File: src/rtl/chop_integrator_if.sv
// ----------------------------------------------------------------------------
// chop_integrator_if
//
// Bundles the sample stream, control and result signals of one
// chop_integrator channel.
//
// Parameters:
//   ADC_W : signed ADC sample width
//   ACC_W : signed accumulator width
//
// Modports:
//   master : the upstream side. It drives the enable, the ADC sample stream,
//            the delayed chop phase/hold flags and the offset, and reads back
//            the integral, the strobe, the flags and the counters.
//   slave  : the integrator itself, with the opposite directions.
// ----------------------------------------------------------------------------
interface chop_integrator_if #(
    parameter int ADC_W = 18,
    parameter int ACC_W = 32
);
    logic                    integ_en;
    logic signed [ADC_W-1:0] adc_data_i;
    logic                    adc_valid_i;
    logic                    chop_dly_i;
    logic                    data_hold_i;
    logic signed [ADC_W-1:0] offset_i;
    logic signed [ACC_W-1:0] integral_o;
    logic                    integral_valid_o;
    logic                    sat_o;
    logic [31:0]             sample_cnt_o;
    logic [31:0]             hold_cnt_o;
    logic                    running_o;

    modport master (
        output integ_en, adc_data_i, adc_valid_i, chop_dly_i, data_hold_i, offset_i,
        input  integral_o, integral_valid_o, sat_o, sample_cnt_o, hold_cnt_o, running_o
    );

    modport slave (
        input  integ_en, adc_data_i, adc_valid_i, chop_dly_i, data_hold_i, offset_i,
        output integral_o, integral_valid_o, sat_o, sample_cnt_o, hold_cnt_o, running_o
    );
endinterface

File: src/rtl/chop_integrator.sv
// ----------------------------------------------------------------------------
// chop_integrator
//
// Chopper demodulator and saturating integrator for one interlock channel.
// Each valid ADC sample has the offset removed, is multiplied by +1/-1 by the
// delayed chop phase and is added to a saturating signed integral. Samples
// flagged by the delayed hold flag are only counted, never accumulated.
//
// Pipeline: stage 1 registers the sample/phase/hold/valid and subtracts the
// offset, stage 2 applies the sign, stage 3 accumulates and saturates, so a
// sample shows up on integral_o three clocks after its adc_valid_i.
//
// Optional feature macro: CHOP_INTEGRATOR_OFFSET_EN
//   defined   : offset_i is captured on IDLE->ARMED and subtracted in stage 1.
//   undefined : offset_i is ignored (offset of 0); pipeline depth unchanged.
//
// Ports:
//   clk : sample clock, rising edge
//   rst : asynchronous, active-high reset
//   bus : chop_integrator_if.slave (integ_en, adc_data_i, adc_valid_i,
//         chop_dly_i, data_hold_i, offset_i in; integral_o, integral_valid_o,
//         sat_o, sample_cnt_o, hold_cnt_o, running_o out)
// ----------------------------------------------------------------------------
module chop_integrator #(
    parameter int ADC_W = 18,
    parameter int ACC_W = 32
) (
    input logic               clk,
    input logic               rst,
    chop_integrator_if.slave  bus
);
    typedef enum logic [1:0] {
        ST_IDLE  = 2'd0,
        ST_ARMED = 2'd1,
        ST_RUN   = 2'd2
    } state_t;

    state_t                  state_r;
    state_t                  state_s;
    logic                    arm_s;
    logic                    trig_s;
    logic                    accept_s;
    logic                    last_hold_r;

    logic signed [ADC_W-1:0] offset_s;
    logic signed [ADC_W:0]   diff_s;
    logic                    s1_valid_r;
    logic                    s1_chop_r;
    logic                    s1_hold_r;
    logic signed [ADC_W:0]   s1_d_r;

    logic signed [ADC_W+1:0] d_ext_s;
    logic signed [ADC_W+1:0] m_s;
    logic                    s2_valid_r;
    logic                    s2_hold_r;
    logic signed [ADC_W+1:0] s2_m_r;

    logic                    upd_s;
    logic signed [ACC_W:0]   sum_s;
    logic                    ovf_s;
    logic signed [ACC_W-1:0] sum_sat_s;
    logic signed [ACC_W-1:0] acc_r;
    logic                    iv_r;
    logic                    sat_r;
    logic [31:0]             scnt_r;
    logic [31:0]             hcnt_r;
    logic                    running_r;

`ifdef CHOP_INTEGRATOR_OFFSET_EN
    logic signed [ADC_W-1:0] offset_r;

    // Offset is frozen at arm time so it cannot move during a measurement
    always_ff @(posedge clk or posedge rst) begin
        if (rst) begin
            offset_r <= {ADC_W{1'b0}};
        end else if (arm_s) begin
            offset_r <= bus.offset_i;
        end
    end

    assign offset_s = offset_r;
`else
    logic unused_offset_s;

    assign unused_offset_s = ^bus.offset_i;
    assign offset_s        = {ADC_W{1'b0}};
`endif

    // One extra bit so sample minus offset never wraps
    assign diff_s = (ADC_W+1)'(bus.adc_data_i) - (ADC_W+1)'(offset_s);

    // Stage 1: register sample, phase, hold and strobe together
    always_ff @(posedge clk or posedge rst) begin
        if (rst) begin
            s1_valid_r <= 1'b0;
            s1_chop_r  <= 1'b0;
            s1_hold_r  <= 1'b0;
            s1_d_r     <= {(ADC_W+1){1'b0}};
        end else begin
            s1_valid_r <= bus.adc_valid_i;
            s1_chop_r  <= bus.chop_dly_i;
            s1_hold_r  <= bus.data_hold_i;
            s1_d_r     <= diff_s;
        end
    end

    // FSM next state; decisions are taken on stage-1 data
    always_comb begin
        state_s = state_r;
        arm_s   = 1'b0;
        trig_s  = 1'b0;
        case (state_r)
            ST_IDLE: begin
                if (bus.integ_en) begin
                    state_s = ST_ARMED;
                    arm_s   = 1'b1;
                end else begin
                    state_s = ST_IDLE;
                end
            end
            ST_ARMED: begin
                // Start only on a held->unheld boundary of the chop sequence
                if (!bus.integ_en) begin
                    state_s = ST_IDLE;
                end else if (s1_valid_r && !s1_hold_r && last_hold_r) begin
                    state_s = ST_RUN;
                    trig_s  = 1'b1;
                end else begin
                    state_s = ST_ARMED;
                end
            end
            ST_RUN: begin
                if (!bus.integ_en) begin
                    state_s = ST_IDLE;
                end else begin
                    state_s = ST_RUN;
                end
            end
            default: begin
                state_s = ST_IDLE;
            end
        endcase
        // The boundary sample that triggers RUN is itself accumulated
        accept_s = bus.integ_en && s1_valid_r && ((state_r == ST_RUN) || trig_s);
    end

    // FSM state, hold flag of the last valid armed sample, running flag
    always_ff @(posedge clk or posedge rst) begin
        if (rst) begin
            state_r     <= ST_IDLE;
            last_hold_r <= 1'b0;
            running_r   <= 1'b0;
        end else begin
            state_r   <= state_s;
            running_r <= (state_s == ST_RUN);
            if (arm_s) begin
                last_hold_r <= 1'b0;
            end else if ((state_r == ST_ARMED) && s1_valid_r) begin
                last_hold_r <= s1_hold_r;
            end
        end
    end

    // Demodulation sign; two extra bits keep -(most negative diff) exact
    always_comb begin
        d_ext_s = (ADC_W+2)'(s1_d_r);
        if (s1_chop_r) begin
            m_s = -d_ext_s;
        end else begin
            m_s = d_ext_s;
        end
    end

    // Stage 2: signed, demodulated sample
    always_ff @(posedge clk or posedge rst) begin
        if (rst) begin
            s2_valid_r <= 1'b0;
            s2_hold_r  <= 1'b0;
            s2_m_r     <= {(ADC_W+2){1'b0}};
        end else begin
            s2_valid_r <= accept_s;
            s2_hold_r  <= s1_hold_r;
            s2_m_r     <= m_s;
        end
    end

    // Stage 3 sum with one guard bit and clamp to the accumulator range
    always_comb begin
        // Dropping integ_en discards whatever is still in stage 2
        upd_s = s2_valid_r && bus.integ_en;
        sum_s = (ACC_W+1)'(acc_r) + (ACC_W+1)'(s2_m_r);
        ovf_s = sum_s[ACC_W] ^ sum_s[ACC_W-1];
        if (!ovf_s) begin
            sum_sat_s = sum_s[ACC_W-1:0];
        end else if (sum_s[ACC_W]) begin
            sum_sat_s = {1'b1, {(ACC_W-1){1'b0}}};
        end else begin
            sum_sat_s = {1'b0, {(ACC_W-1){1'b1}}};
        end
    end

    // Stage 3: accumulator, sticky saturation, counters and result strobe
    always_ff @(posedge clk or posedge rst) begin
        if (rst) begin
            acc_r  <= {ACC_W{1'b0}};
            iv_r   <= 1'b0;
            sat_r  <= 1'b0;
            scnt_r <= 32'd0;
            hcnt_r <= 32'd0;
        end else begin
            iv_r <= 1'b0;
            if (arm_s) begin
                acc_r  <= {ACC_W{1'b0}};
                sat_r  <= 1'b0;
                scnt_r <= 32'd0;
                hcnt_r <= 32'd0;
            end else if (upd_s) begin
                if (s2_hold_r) begin
                    hcnt_r <= hcnt_r + 32'd1;
                end else begin
                    acc_r  <= sum_sat_s;
                    scnt_r <= scnt_r + 32'd1;
                    iv_r   <= 1'b1;
                    if (ovf_s) begin
                        sat_r <= 1'b1;
                    end
                end
            end
        end
    end

    assign bus.integral_o       = acc_r;
    assign bus.integral_valid_o = iv_r;
    assign bus.sat_o            = sat_r;
    assign bus.sample_cnt_o     = scnt_r;
    assign bus.hold_cnt_o       = hcnt_r;
    assign bus.running_o        = running_r;

endmodule
File: src/flat_wrapper.sv
// flat-port wrapper written by rule: the top's interface ports become plain ports
module chop_integrator_flat 
#(
    parameter int ADC_W = 18,
    parameter int ACC_W = 32
)
  (clk, rst, bus_integ_en, bus_adc_data_i, bus_adc_valid_i, bus_chop_dly_i, bus_data_hold_i, bus_offset_i, bus_integral_o, bus_integral_valid_o, bus_sat_o, bus_sample_cnt_o, bus_hold_cnt_o, bus_running_o);
  chop_integrator_if #(.ADC_W(ADC_W), .ACC_W(ACC_W)) bus_i ();
  input logic clk;
  input logic rst;
  input wire logic [$bits(bus_i.integ_en)-1:0] bus_integ_en;
  input wire logic [$bits(bus_i.adc_data_i)-1:0] bus_adc_data_i;
  input wire logic [$bits(bus_i.adc_valid_i)-1:0] bus_adc_valid_i;
  input wire logic [$bits(bus_i.chop_dly_i)-1:0] bus_chop_dly_i;
  input wire logic [$bits(bus_i.data_hold_i)-1:0] bus_data_hold_i;
  input wire logic [$bits(bus_i.offset_i)-1:0] bus_offset_i;
  output wire logic [$bits(bus_i.integral_o)-1:0] bus_integral_o;
  output wire logic [$bits(bus_i.integral_valid_o)-1:0] bus_integral_valid_o;
  output wire logic [$bits(bus_i.sat_o)-1:0] bus_sat_o;
  output wire logic [$bits(bus_i.sample_cnt_o)-1:0] bus_sample_cnt_o;
  output wire logic [$bits(bus_i.hold_cnt_o)-1:0] bus_hold_cnt_o;
  output wire logic [$bits(bus_i.running_o)-1:0] bus_running_o;
  assign bus_i.integ_en = bus_integ_en;
  assign bus_i.adc_data_i = bus_adc_data_i;
  assign bus_i.adc_valid_i = bus_adc_valid_i;
  assign bus_i.chop_dly_i = bus_chop_dly_i;
  assign bus_i.data_hold_i = bus_data_hold_i;
  assign bus_i.offset_i = bus_offset_i;
  assign bus_integral_o = bus_i.integral_o;
  assign bus_integral_valid_o = bus_i.integral_valid_o;
  assign bus_sat_o = bus_i.sat_o;
  assign bus_sample_cnt_o = bus_i.sample_cnt_o;
  assign bus_hold_cnt_o = bus_i.hold_cnt_o;
  assign bus_running_o = bus_i.running_o;
  chop_integrator #(.ADC_W(ADC_W), .ACC_W(ACC_W)) u_core (.clk(clk), .rst(rst), .bus(bus_i));
endmodule
File: config.mk
export PLATFORM = sky130hd
export DESIGN_NAME = chop_integrator_flat
export DESIGN_NICKNAME = d
export VERILOG_FILES = /design/src/rtl/chop_integrator_if.sv /design/src/rtl/chop_integrator.sv /design/src/flat_wrapper.sv
export SDC_FILE = /design/constraint.sdc
export NUM_CORES = 1
export LEC_CHECK = 0
export CORE_MARGIN = 3
export CORE_UTILIZATION = 50
export DETAILED_ROUTE_END_ITERATION = 16
export GPL_ROUTABILITY_DRIVEN = 0
export PLACE_DENSITY = 0.78
export SETUP_SLACK_MARGIN = 0.5
export SLEW_MARGIN = 5
export SYNTH_ARGS = -nofsm -noshare
export SYNTH_HDL_FRONTEND = slang
export SYNTH_SLANG_ARGS = --single-unit
File: constraint.sdc
create_clock -name clk -period 7.2 [get_ports clk]
set_clock_uncertainty 0.15 [all_clocks]
set_input_delay 2.16 -clock clk [delete_from_list [all_inputs] [get_ports clk]]
set_output_delay 2.16 -clock clk [all_outputs]
set_load 0.005 [all_outputs]
======== After elaboration in Yosys (flattened, before gate mapping) ========
Cells that the tools add are included.
word-level totals
  output and inout port bits .............. 99
  register bits after elaboration ......... 145
operators by class
  eq/ne operators ......................... 4
  mux-type cells .......................... 31
  bitwise operators ....................... 1
  add/sub/neg operators ................... 4
  reduce and logical (&&, ||, !) cells .... 16
operators by type and width
  kind                     count
  $mux W32                 11
  $add A32 B1 Y32 const B  2
  $add A32 B20 Y33         1
  $mux W20                 1
  $neg A18 Y20             1
  $mux W1                  15
  $reduce_bool A2 Y1       4
  $logic_and A1 B1 Y1      6
  $mux W2                  3
  $pmux W2 S3              1
  $eq A2 B2 Y1 const B     2
  $reduce_and A2 Y1        2
  $reduce_and A3 Y1        1
  $eq A2 B1 Y1 const B     1
  $logic_not A2 Y1         1
  $ne A2 B1 Y1 const B     1
  $logic_not A1 Y1         1
  $logic_or A1 B1 Y1       1
  $xor A1 B1 Y1            1

======== Longest topological paths before layout ========
Gate-level depths: netlist of run 1.
  depth after elaboration ................. 8
  gate-level depth with buffers ........... 12
  depth with buffers taken out ............ 10

======== Least setup slack after synthesis of run 1 ========
Ideal clock, no wire load.
  kind .................................... input port to flip-flop
  start ................................... input bus_integ_en
  end ..................................... register u_core.hcnt_r[29], in the netlist u_core.bus.hold_cnt_o[29]
  data arrival time ....................... 4.003 ns
  library setup time ...................... 0.132 ns
  path buffers ............................ 1
  required time ........................... 6.918 ns
  stages .................................. 9
  slack ................................... 2.915 ns
  cell sequence ........................... buf_2 > nand3_1 > nor4_1 > nand2_1 > or2_2 > nor2_1 > nand4_1 > xor2_1 > nor2_1
between the ends
  longest elaborated chain between the ends .. 4
  elaborated cells on any way between the ends .. 7
  those cells by class .................... mux (3); reduce/logical (4)
RTL lines
  item                          line                    RTL
  start, declared               flat_wrapper.sv:11      input wire logic [$bits(bus_i.integ_en)-1:0] bus_integ_en;
  $mux W1                       chop_integrator.sv:114  if (bus.integ_en) begin
  $mux W1                       chop_integrator.sv:112  case (state_r)
  $reduce_bool A2 Y1 (no line)  -
  $reduce_and A2 Y1 (no line)   -
  end signal, assigned          chop_integrator.sv:219  hcnt_r <= hcnt_r + 32'd1;
  end, declared                 chop_integrator.sv:66   logic [31:0] hcnt_r;
Several ways; a longest one is shown, not always the timed one.
A chain may end at the register's enable or synchronous reset.

======== Worst setup path after layout of run 1 ========
  start ................................... input bus_integ_en
  end ..................................... register u_core.hcnt_r[31], in the netlist u_core.bus.hold_cnt_o[31]
The elaborated chain is that of the path after synthesis.

==> results of run 1 <==
cell families after synthesis:
| kind of cell | Yosys count | share of synthesized area (%) |
|---|---|---|
| and+or+nand+nor | 312 | 19.1 |
| xor gates and xnor gates | 94 | 10.4 |
| buffers and inverters | 45 | 2.36 |
| muxes | 2 | 0.253 |
| adders and majority gates | 36 | 5.79 |
| AOI/OAI and AO/OA | 184 | 16.3 |
| DFF | 145 | 45.9 |
layout by cell type, fill, tap and decap left out, types with 6 or more instances in the layout:
cell type        netlist  final
nand2_1               66     66
clkbuf_16              0     17
o211ai_1               8      8
a211oi_1               9      9
and2_1                 8      8
nor2_1                93     91
ha_1                  35     35
o21ai_0               37     37
or3_1                  8      8
a22o_1                29     29
nand3_1               55     55
nand2b_1               7      7
nand4_1               19     19
nor3_1                 9      9
clkdlybuf4s50_1        0    122
nor4_1                 6      6
and3_1                18     18
a21oi_1               38     38
xor2_1                50     50
dfrtp_1              145    145
inv_1                 16     15
a21o_1                12     12
xnor2_1               44     44
sequential cells by signal, summed over array words and instances (netlist names):
signal	flops
u_core.bus.running_o	1
u_core.s2_hold_r	1
u_core.s1_valid_r	1
u_core.s1_chop_r	1
u_core.s2_valid_r	1
u_core.bus.hold_cnt_o	32
u_core.bus.integral_o	32
u_core.bus.sample_cnt_o	32
u_core.state_r	2
u_core.s1_hold_r	1
u_core.s2_m_r	20
u_core.bus.integral_valid_o	1
u_core.s1_d_r	18
u_core.bus.sat_o	1
u_core.last_hold_r	1
worst paths after layout:
| path | startpoint | slack [ns] | cells after the start | to |
|---|---|---|---|---|
| max | bus_integ_en | 2.21 | 9 | u_core.bus.hold_cnt_o[31] |
| max reg2reg | u_core.s2_m_r[19] | 2.75 | 10 | u_core.bus.integral_o[11] |
| min in group asynchronous | rst | 2.17 | 2 | u_core.s1_d_r[7] |
| max in group asynchronous | rst | 3.68 | 3 | u_core.bus.hold_cnt_o[5] |
| min reg2reg | u_core.s1_hold_r | 0.24 | 0 | u_core.s2_hold_r |
| min | u_core.s1_hold_r | 0.24 | 0 | u_core.s2_hold_r |
through the flow:
step           instances  cell area [µm²]
5_1_grt             1157             9910
2_1_floorplan        818             7910
6_report            1157             9910
3_3_place_gp        1126             9320
4_1_cts             1157             9910
3_5_place_dp        1126             9320
layer usage:
metal / track usage, % / share of wire (%)
met5: 0 / 0
met4: 6.77 / 1.8
met3: 4.62 / 4.3
met2: 34.1 / 48
met1: 29.0 / 46
power breakdown:
group	internal (mW)	switching, mW	total (mW)
clock network	0.546	0.333	0.879
logic	0.0608	0.0880	0.149
registers	0.835	0.0173	0.852
worst max-delay path, delay by kind of cell:
kind                      cells  cell delay, ns
and+or+nand+nor               7            2.14
buffers and inverters         1            0.64
xor gates and xnor gates      1            0.17
layout make-up:
type / instances / area [µm²] / area share, %
Tap cell: 211 / 264 / 2.67
Timing Repair Buffer: 126 / 1250 / 12.6
Clock inverter: 8 / 101 / 1.02
Clock buffer: 23 / 488 / 4.93
Multi-Input combinational cell: 628 / 4110 / 41.5
Sequential cell: 145 / 3630 / 36.6
Inverter: 16 / 65.1 / 0.657
==> metrics.yaml, run 1 <==
io_buffers: 122
worst_pin_slew_ns: 1.13
power.leakage_nw: 4.39
crit_fanout: 10
crit_path_end_kind: "flip-flop"
async_flop_share_pct: 100
cts_sinks: 145
gr-total-overflow: 0
vias: 6463
slew_headroom_pct: 24.8
cts_max_level: 4
post_route_cells_drive_above_1_share_pct: 4.97
cap_violations: 0
area_growth_pct: 25.2
hold_ws_ns: 0.243
path_class: "input port to flip-flop"
grt_pass1_vias: 6311
ir_drop_v: 0.000174
rows: 45
ctsResizeCount: 0
synth_edf_count: 0
grt_pass1_wl_mm: 30.7
synth_seq_area_share_pct: 45.9
final.setup.tns_ns: 0
drc: 0
ys.flop_type: "dfrtp_1"
die_w_um: 132
grt_setup_unrepaired: "false"
nFillCells: 1214
synth_area_leader_cell: "dfrtp_1"
diodes: 0
initial_utilization_pct: 51.5
cp_slowest_cell: "nor4_1"
synthCells: 818
yosysMostFrequentCell: "dfrtp_1"
drv_slew: 0
crit_path_start_kind: "input port"
fmax_ghz: 0.200
synthTopCellsByArea: "dfrtp_1, ha_1, xor2_1, xnor2_1, nor2_1"
synth_top_cell_area_share_pct: 45.9
drtPass1Iterations: 5
die-area_mm2: 0.0174
hold_path_class: "flip-flop to flip-flop"
cp.required_ns: 7.33
yosysUniqueCellTypes: 64
critPathMaxStageDelay_ns: 0.75
die_h_um: 132
post-dp-hpwl_mm: 12.5
period_needed_ns: 4.99
path_clk_slew_ns: 0.06
fin_crit_sh_pct: 69.3
status: "finished clean"
cts_tree: "built"
layout.nets: 1012
via_per_inst: 5.59
power_density_mw_per_mm2: 190
postCtsSetupBuffers: 0
synth_commonest_cells: "dfrtp_1, nor2_1, nand2_1"
route.final.wire_length_mm: 18.3
clk_latency_ns: 0.42
hold_viol: 0
setup_slack_ns: 2.21
core_mm2: 0.0154
max-clock-path-buffers: 2
syn-num-nets: 896
arrival_ns: 5.12
crit_chain: "clkdlybuf4s50_1 -> nand3_1 -> nor4_1 -> nand2_1 -> or2_2 -> nor2_1 -> nand3_1 -> xor2_1 -> nor2_1"
synth.avg_cell_area_um2: 9.67
wl_per_cell_um: 15.9
total_power_mw: 1.88
antenna_found_initial: 0
io_pins: 141
drt-initial-drc-count: 401
dp_slack_ns: 1.84
detail-route-antenna-nets: 0
synth_area_mm2: 0.00791
cts_root_buf: "clkbuf_16"
setup_viol: 0
grt_usage_pct: 21.2
ys_ff_latch: 145
fin_util_pct: 64.4
grt_max_degree: 104
yosys_warnings: 0
postCtsHoldBufs: 0
cts-buffers-inserted: 17
No activity file was read; power rests on OpenSTA's default activity.
==> run 2, diff against run 1 <==
==> constraint.sdc (replaced) <==
create_clock -name clk -period 4.8 [get_ports clk]
set_clock_uncertainty 0.15 [all_clocks]
set_input_delay 1.44 -clock clk [delete_from_list [all_inputs] [get_ports clk]]
set_output_delay 1.44 -clock clk [all_outputs]
set_load 0.005 [all_outputs]
==> run 2 against run 1 <==
Sequential power rose by 50%. Global-route usage grew 0.11 points. Hold slack better by 0.0078 ns. Critical path type is now flip-flop to flip-flop. Non-clock buffer count rose by 10. Clock-buffer cell count unchanged. Highest routed layer unchanged. Wire length is 0.20% lower.
==> metrics.yaml, run 2 (synthesis gave the netlist of run 1 again) <==
cts_sinks: 145  # unchanged
route.final.wire_length_mm: 18.3  # -0.20%
r2r_end: "u_core.bus.integral_o[9]"
cts_max_level: 4  # unchanged
reg2reg_depth: 11  # +1
cts-buffers-inserted: 17  # unchanged
final_cell_mix: "dfrtp_1, clkdlybuf4s50_1, nor2_1, nand2_1, nand3_1"
io_buffers: 122  # unchanged
ctsResizeCount: 0  # unchanged
max-clock-path-buffers: 2  # unchanged
detail-route-antenna-nets: 0  # unchanged
rows: 45  # unchanged
cts_tree: "built"
vias: 6606  # +2.2%
initial_utilization_pct: 51.5  # unchanged
worst_pin_slew_ns: 0.793  # -0.335 ns
cap_violations: 0  # unchanged
drc: 0  # unchanged
hold_viol: 0  # unchanged
path_clk_slew_ns: 0.06  # about the same
setup_viol: 0  # unchanged
r2r-start: "u_core.bus.integral_o[0]"
grt_pass1_wl_mm: 30.8  # +0.16%
hold_end: "u_core.s2_hold_r"
grt_max_degree: 65  # -38%
drtPass1Iterations: 5  # unchanged
crit_path_start_kind: "flip-flop"
post-dp-hpwl_mm: 13.0  # +4.7%
final_common_cell: "dfrtp_1"
place_area_mm2: 0.00942  # +1.1%
postCtsHoldBufs: 0  # unchanged
fmax_ghz: 0.261
wl_per_cell_um: 15.7  # -1.1%
crit_path_end_kind: "flip-flop"
cp.required_ns: 4.95  # -2.38 ns
power.leakage_nw: 4.43  # +0.91%
power_density_mw_per_mm2: 277  # +46%
grt_pass1_vias: 6326  # +0.24%
whs_path_depth: 0  # unchanged
die_h_um: 132  # unchanged
nFillCells: 1253  # +3.2%
area_growth_pct: 26.2
status: "finished clean"
grt_usage_pct: 21.3  # +0.11 points
cts_root_buf: "clkbuf_16"
path_class: "flip-flop to flip-flop"
final.setup.tns_ns: 0  # unchanged
via_per_inst: 5.66  # +1.3%
postCtsSetupBuffers: 0  # unchanged
antenna_found_initial: 0  # unchanged
clk_latency_ns: 0.41  # about the same
die_w_um: 132  # unchanged
hold_path_class: "flip-flop to flip-flop"
min_from: "u_core.s1_hold_r"
arrival_ns: 3.98  # -1.14 ns
crit_fanout: 21  # +11
fin_crit_sh_pct: 79.8
final_cell_area_mm2: 0.00998  # +0.77%
layout.nets: 1022  # +0.99%
die-area_mm2: 0.0174  # unchanged
io_pins: 141  # unchanged
gr-total-overflow: 0  # unchanged
drv_slew: 0  # unchanged
drt-initial-drc-count: 370  # -7.7%
grt_setup_unrepaired: "false"
diodes: 0  # unchanged
slew_headroom_pct: 47.0  # +22 points
period_needed_ns: 3.83
post_route_cells_drive_above_1_share_pct: 5.96  # +0.99 points
core_mm2: 0.0154  # unchanged
r2r_slack_ns: 0.97  # -1.78 ns
ir_drop_v: 0.000262  # +51%
run 2: changes by cell type in the layout (fill, tap and decap cells not counted), sizes merged:
cell,previous run,this run
bufinv,2,1
clkinv,4,5
inv,18,16
buf,4,14
clkinvlp,0,2
run 2: report_power, final:
| part | leakage [nW] | internal [mW] | total [mW] | switching (mW) |
|---|---|---|---|---|
| clock network | 0.279 | 0.766 | 1.26 | 0.498 |
| registers | 1.93 | 1.25 | 1.28 | 0.0254 |
| logic | 2.23 | 0.0957 | 0.227 | 0.131 |
run 2: layout make-up:
class / count / area [µm²] / share of cell area, %
multi-input combinational: 628 / 4110 / 41.2
clock inverter: 8 / 78.8 / 0.790
inverter: 16 / 63.8 / 0.639
timing repair buffer: 136 / 1350 / 13.5
clock buffer: 23 / 488 / 4.89
tap: 211 / 264 / 2.64
sequential: 145 / 3630 / 36.3
run 2: worst max path at each step:
stage	from	end	slack, ns	cells after the start
global placement	bus_integ_en	u_core.bus.hold_cnt_o[29]	0.63	10
finish	u_core.bus.integral_o[0]	u_core.bus.integral_o[9]	0.97	11
CTS	u_core.bus.integral_o[0]	u_core.bus.integral_o[4]	0.98	11
floorplan	bus_integ_en	u_core.bus.hold_cnt_o[29]	1.24	9
detailed placement	bus_integ_en	u_core.bus.hold_cnt_o[26]	0.57	10
global route	bus_integ_en	u_core.bus.hold_cnt_o[26]	0.73	10
run 2: metrics by stage:
step / worst slack (ns) / util, % / cells / hold WS [ns] / power, mW
after CTS: 0.977 / 64.9 / 1167 / 0.254 / 2.79
after global routing: 0.734 / 64.9 / 1167 / 0.271 / 2.88
after detailed placement: 0.575 / 61.3 / 1136 / 0.240 / 1.52
after floorplan: 1.24 / - / 818 / 0.216 / 1.45
after global placement: 0.628 / 61.3 / 1136 / 0.233 / 1.52
final: 0.970 / 64.9 / 1167 / 0.251 / 2.77
run 2: layer usage:
layer	wire length, µm	up-vias	GRT usage (%)
met5	0	-	0
met4	625	0	9.16
met3	888	41	4.16
met2	8650	204	33.7
met1	8140	3177	28.9
li1	-	3184	-
run 2: critical path: stages, from the launching register on:
cell and delay (ns):
dfrtp_1 0.40, ha_1 0.25, fa_1 0.44, a211oi_1 0.30, o21ai_2 0.15, o2111a_1 0.31
o21ai_1 0.29, a2111o_1 0.30, a211o_1 0.42, buf_4 0.35, nand3_1 0.13, a22o_1 0.22
==> variant 1: new RTL, config.mk and constraints of run 1 <==
Build with the macro `CHOP_INTEGRATOR_OFFSET_EN` defined.
--- a/src/rtl/chop_integrator.sv
+++ b/src/rtl/chop_integrator.sv
@@ -21,6 +21,8 @@
 //         chop_dly_i, data_hold_i, offset_i in; integral_o, integral_valid_o,
 //         sat_o, sample_cnt_o, hold_cnt_o, running_o out)
 // ----------------------------------------------------------------------------
+`define CHOP_INTEGRATOR_OFFSET_EN
+
 module chop_integrator #(
     parameter int ADC_W = 18,
     parameter int ACC_W = 32
Check against the original RTL: not equivalent (a bounded check fails within 10 cycles, from zero or initial values and one cycle with rst high).
==> variant 1 against run 1 <==
  * Synthesized area grew 18%
  * Wire length grew 11%
  * Cell count grew 16%
  * Critical path depth grew 3
  * Design area grew 16%
  * Worst setup slack gained 0.13 ns
  * Sequential cell count grew 19
  * Register-to-register slack gained 0.61 ns
Power is not compared: it rests on default switching activity, and its combinational part moved more than twofold at a synthesized area within 25%.
==> variant 1: results (changes against run 1) <==
----------------------------------------------------
[Worst setup path]
  Maximum net fanout on the critical path ... 3 (-7)
  Top cell family by delay on the critical path ... compound AO/OA/AOI/OAI gates
  Maximum single-stage delay on the critical path ... 0.45 ns (-0.30 ns)
  Critical-path cell with the highest stage delay ... sky130_fd_sc_hd__clkdlybuf4s50_1

[Yosys]
  Area contributors post-synth ... sky130_fd_sc_hd__dfrtp_1 44%, sky130_fd_sc_hd__ha_1 7.1%, sky130_fd_sc_hd__xor2_1 4.9%, sky130_fd_sc_hd__xnor2_1 4.8%, sky130_fd_sc_hd__nor2_1 3.8%
  Fraction of the yosys area taken by sequential cells ... 0.441 (-0.0179)
  Avg Synthesized Cell Area ... 9.60 sq um (-0.74%)
  Post-synth top cells ... 164 x sky130_fd_sc_hd__dfrtp_1, 94 x sky130_fd_sc_hd__nor2_1, 93 x sky130_fd_sc_hd__nand2_1, 65 x sky130_fd_sc_hd__o21ai_0, 53 x sky130_fd_sc_hd__ha_1
  Syn_nets ... 1,067 (+19%)

[Routing]
  Routed length per instance ... 15.2 um (-4.4%)
  Vias after detailed routing ... 7,576 (+17%)
  Vias/cell ... 5.63 (+0.84%)
  Number of design-rule violations left by the first detailed-router iteration ... 395 (-1.5%)

[Layout]
  Number of nets at the end of the flow ... 1,200 (+19%)
  Fill cell total of the finished layout ... 1,493 (+23%)

[Place]
  Worst-case setup slack after placement ... 1.98 ns (+0.140 ns)
  Cell count after placement ... 1,313 (+17%)
  HPWL reported at the end of detailed placement ... 14,500 um (+17%)
  Instance area at placement ... 10,900 sq um (+17%)

[Timing]
  Normalized max-slew margin ... 0.400 (+0.152)

[GRT]
  Maximum number of pins on one net before global-route repair ... 165 (+59%)
  Met3 routing resource usage after global routing ... 0.0356 (-0.0106)
  Global-route wire length before repair ... 33,500 um (+9.2%)
  Met1 Track Usage GR ... 0.269 (-0.0207)

[Status]
  Outcome ... complete, no violations

----------------------------------------------------
variant 1: kinds of logic after synthesis:
kind of cell | share of synthesized area
AND/OR/NAND/NOR | 0.170
AO/OA/AOI/OAI | 0.176
flip-flops | 0.441
XOR/XNOR | 0.0969
buffers and inverters | 0.0339
adder cells (fa/ha/maj) | 0.0755
multiplexers | 0.00766
variant 1: metrics by stage:
step	utilization	hold WS [ns]
finish	0.635	0.257
global route	0.635	0.270
CTS	0.635	0.259
detailed placement	0.602	0.250
floorplan	-	0.216
global placement	0.602	0.232
variant 1: layout make-up:
| type | count | area, sq um | area share |
|---|---|---|---|
| Clock buffer | 17 | 425 | 0.0369 |
| Clock inverter | 15 | 173 | 0.0150 |
| Inverter | 45 | 173 | 0.0150 |
| Multi-Input combinational cell | 730 | 4910 | 0.426 |
| Sequential cell | 164 | 4100 | 0.356 |
| Tap cell | 229 | 287 | 0.0249 |
| Timing Repair Buffer | 145 | 1450 | 0.126 |
variant 1: path summary, 6_finish.rpt:
check,startpoint,to,slack [ns],cells after the start
worst max-delay path,bus_adc_data_i[0],u_core.s1_d_r[10],2.34,12
max in group asynchronous,rst,u_core.s2_m_r[11],4.03,3
worst max register to register,u_core.s2_m_r[19],u_core.bus.integral_o[10],3.36,11
worst min-delay path,u_core.s1_d_r[0],u_core.s2_m_r[0],0.26,0
min in group asynchronous,rst,u_core.bus.integral_o[21],2.16,3
worst min register to register,u_core.s1_d_r[0],u_core.s2_m_r[0],0.26,0
variant 1: layer usage:
layer	vias up	wire, um	part of all wire
met3	20	791	0.039
met5	-	0	0
met1	3650	9350	0.46
li1	3737	-	-
met4	0	282	0.014
met2	169	9960	0.49
variant 1: report_power, final:
group | internal [uW] | switching [uW]
combinational | 243 | 319
sequential | 1030 | 77.6
clock | 520 | 393
total | 1790 | 790
==> variant 2: new RTL, config.mk and constraints of run 1 <==
Made on the original files. The 3 states of `state_t` get a one-hot encoding in 3 bits.
--- a/src/rtl/chop_integrator.sv
+++ b/src/rtl/chop_integrator.sv
@@ -29,10 +29,10 @@
     input logic               rst,
     chop_integrator_if.slave  bus
 );
-    typedef enum logic [1:0] {
-        ST_IDLE  = 2'd0,
-        ST_ARMED = 2'd1,
-        ST_RUN   = 2'd2
+    typedef enum logic [2:0] {
+        ST_IDLE  = 3'b001,
+        ST_ARMED = 3'b010,
+        ST_RUN   = 3'b100
     } state_t;
 
     state_t                  state_r;
Behaviour: same outputs for any inputs over 4 cycles, from zero or initial values and one cycle with rst high; so few cycles prove little.
==> variant 2 against run 1 <==
  * Synthesized area rose by 4.9%
  * Wire length grew 13%
  * Core utilization is essentially flat
  * Critical path depth unchanged
  * Sequential power grew 0.7%
  * Sequential cell count increased by 1
  * Design area is 4.4% higher
  * Worst setup slack better by 0.48 ns
  * Power is 6.3% higher
==> variant 2: results (changes against run 1) <==
----------------------------------------------------
[Routing]
  Vias after detailed routing ... 7,105 (+9.9%)
  Number of design-rule violations left by the first detailed-router iteration ... 562 (+40%)
  Total length of routed met3 wires ... 1090 um (+37%)
  Sum of met2 wire segment lengths after detailed routing ... 9860 um (+11%)
  Routed metal-1 wirelength ... 9350 um (+12%)

[Yosys]
  Library cells used by synthesis ... 71 (+11%)
  Warnings from Yosys ... 0 (unchanged)
  Syn_nets ... 946 (+5.6%)
  Fraction of the yosys area taken by sequential cells ... 0.440 (-0.0183)
  Avg Synthesized Cell Area ... 9.56 sq um (-1.1%)
  Post-synth top cells ... 145 x sky130_fd_sc_hd__dfrtp_1, 78 x sky130_fd_sc_hd__nor2_1, 75 x sky130_fd_sc_hd__nand2_1, 54 x sky130_fd_sc_hd__o21ai_0, 49 x sky130_fd_sc_hd__a21oi_1
  Area contributors post-synth ... sky130_fd_sc_hd__dfrtp_1 44%, sky130_fd_sc_hd__ha_1 5.3%, sky130_fd_sc_hd__xnor2_1 4.4%, sky130_fd_sc_hd__a22o_1 3.7%, sky130_fd_sc_hd__nor2_1 3.5%

[Worst setup path]
  Maximum net fanout on the critical path ... 15 (+5)
  Critical path data arrival time ... 4.66 ns (-0.46 ns)
  Critical R2R Capture ... u_core.bus.integral_o[29]
  Cell count of the worst reg-to-reg path ... 9 (-1)
  Maximum single-stage delay on the critical path ... 0.82 ns (+0.07 ns)

[Layout]
  Number of nets at the end of the flow ... 1,059 (+4.6%)
  Proportion of layout cells with a drive suffix above 1 ... 0.0573 (+0.00766)

[Pwr]
  Switching Power ... 477 uW (+8.9%)
  Worst supply voltage drop on vdd ... 157 uV (-9.9%)
  Seq power ... 858 uW (+0.7%)

[GRT]
  Maximum number of pins on one net before global-route repair ... 99 (-4.8%)
  Total Routing Usage GR ... 0.236 (+0.0237)
  Global-route wire length before repair ... 35,100 um (+14%)
  Number of global-route vias before repair ... 7,010 (+11%)

[Place]
  Cell count after placement ... 1,178 (+4.6%)
  HPWL reported at the end of detailed placement ... 14,000 um (+12%)

[Timing]
  Normalized max-slew margin ... 0.339 (+0.0907)

[Min path]
  Hold path startpoint ... u_core.s1_d_r[0]
  Worst hold endpoint ... u_core.s2_m_r[0]

[Status]
  Outcome ... complete, no violations

----------------------------------------------------
## variant 2: cell types whose count changed after synthesis, sizes merged, moves of 9 or more
cell	run 1	this run
a21oi	39	50
nand3	55	36
xor2	50	31
o211ai	10	34
nand2	66	75
nor2	93	78
o21ai	41	56
## variant 2: logic make-up after synthesis
group,count (synthesis),share of synthesized area
mux,2,0.00256
compound gates,267,0.226
fa+ha+maj,36,0.0552
buf+inv,58,0.0306
simple gates,286,0.168
xor+xnor,73,0.0770
flops,146,0.440
## variant 2: through the flow
| step | utilization | instance area, sq um | setup WS, ns | power [uW] | hold WS, ns |
|---|---|---|---|---|---|
| 3_3_place_gp | 0.604 | 9700 | 2.33 | 1040 | 0.271 |
| 4_1_cts | 0.644 | 10300 | 2.71 | 2020 | 0.297 |
| 2_1_floorplan | - | 8300 | 0.969 | 989 | 0.245 |
| 6_report | 0.644 | 10300 | 2.69 | 2000 | 0.299 |
| 3_5_place_dp | 0.604 | 9700 | 2.28 | 1040 | 0.284 |
| 5_1_grt | 0.644 | 10300 | 2.53 | 2080 | 0.321 |
## variant 2: routing by layer
layer | vias to the layer above | GRT usage
li1 | 3412 | -
met1 | 3458 | 0.321
met2 | 202 | 0.380
met3 | 33 | 0.0492
met4 | 0 | 0.0769
met5 | - | 0
## variant 2: worst reg2reg max path: cells and delay by family (launching register included)
family / cells / cell delay [ns]
AOI/OAI and AO/OA: 8 / 2.59
adders and majority gates: 1 / 0.40
DFF: 1 / 0.70
## variant 2: layout make-up
class	instances	area, sq um
timing repair buffer	128	1270
multi-input combinational	664	4410
clock buffer	20	437
sequential	146	3650
clock inverter	12	205
tap	216	270
fill	1316	5720
inverter	24	95.1
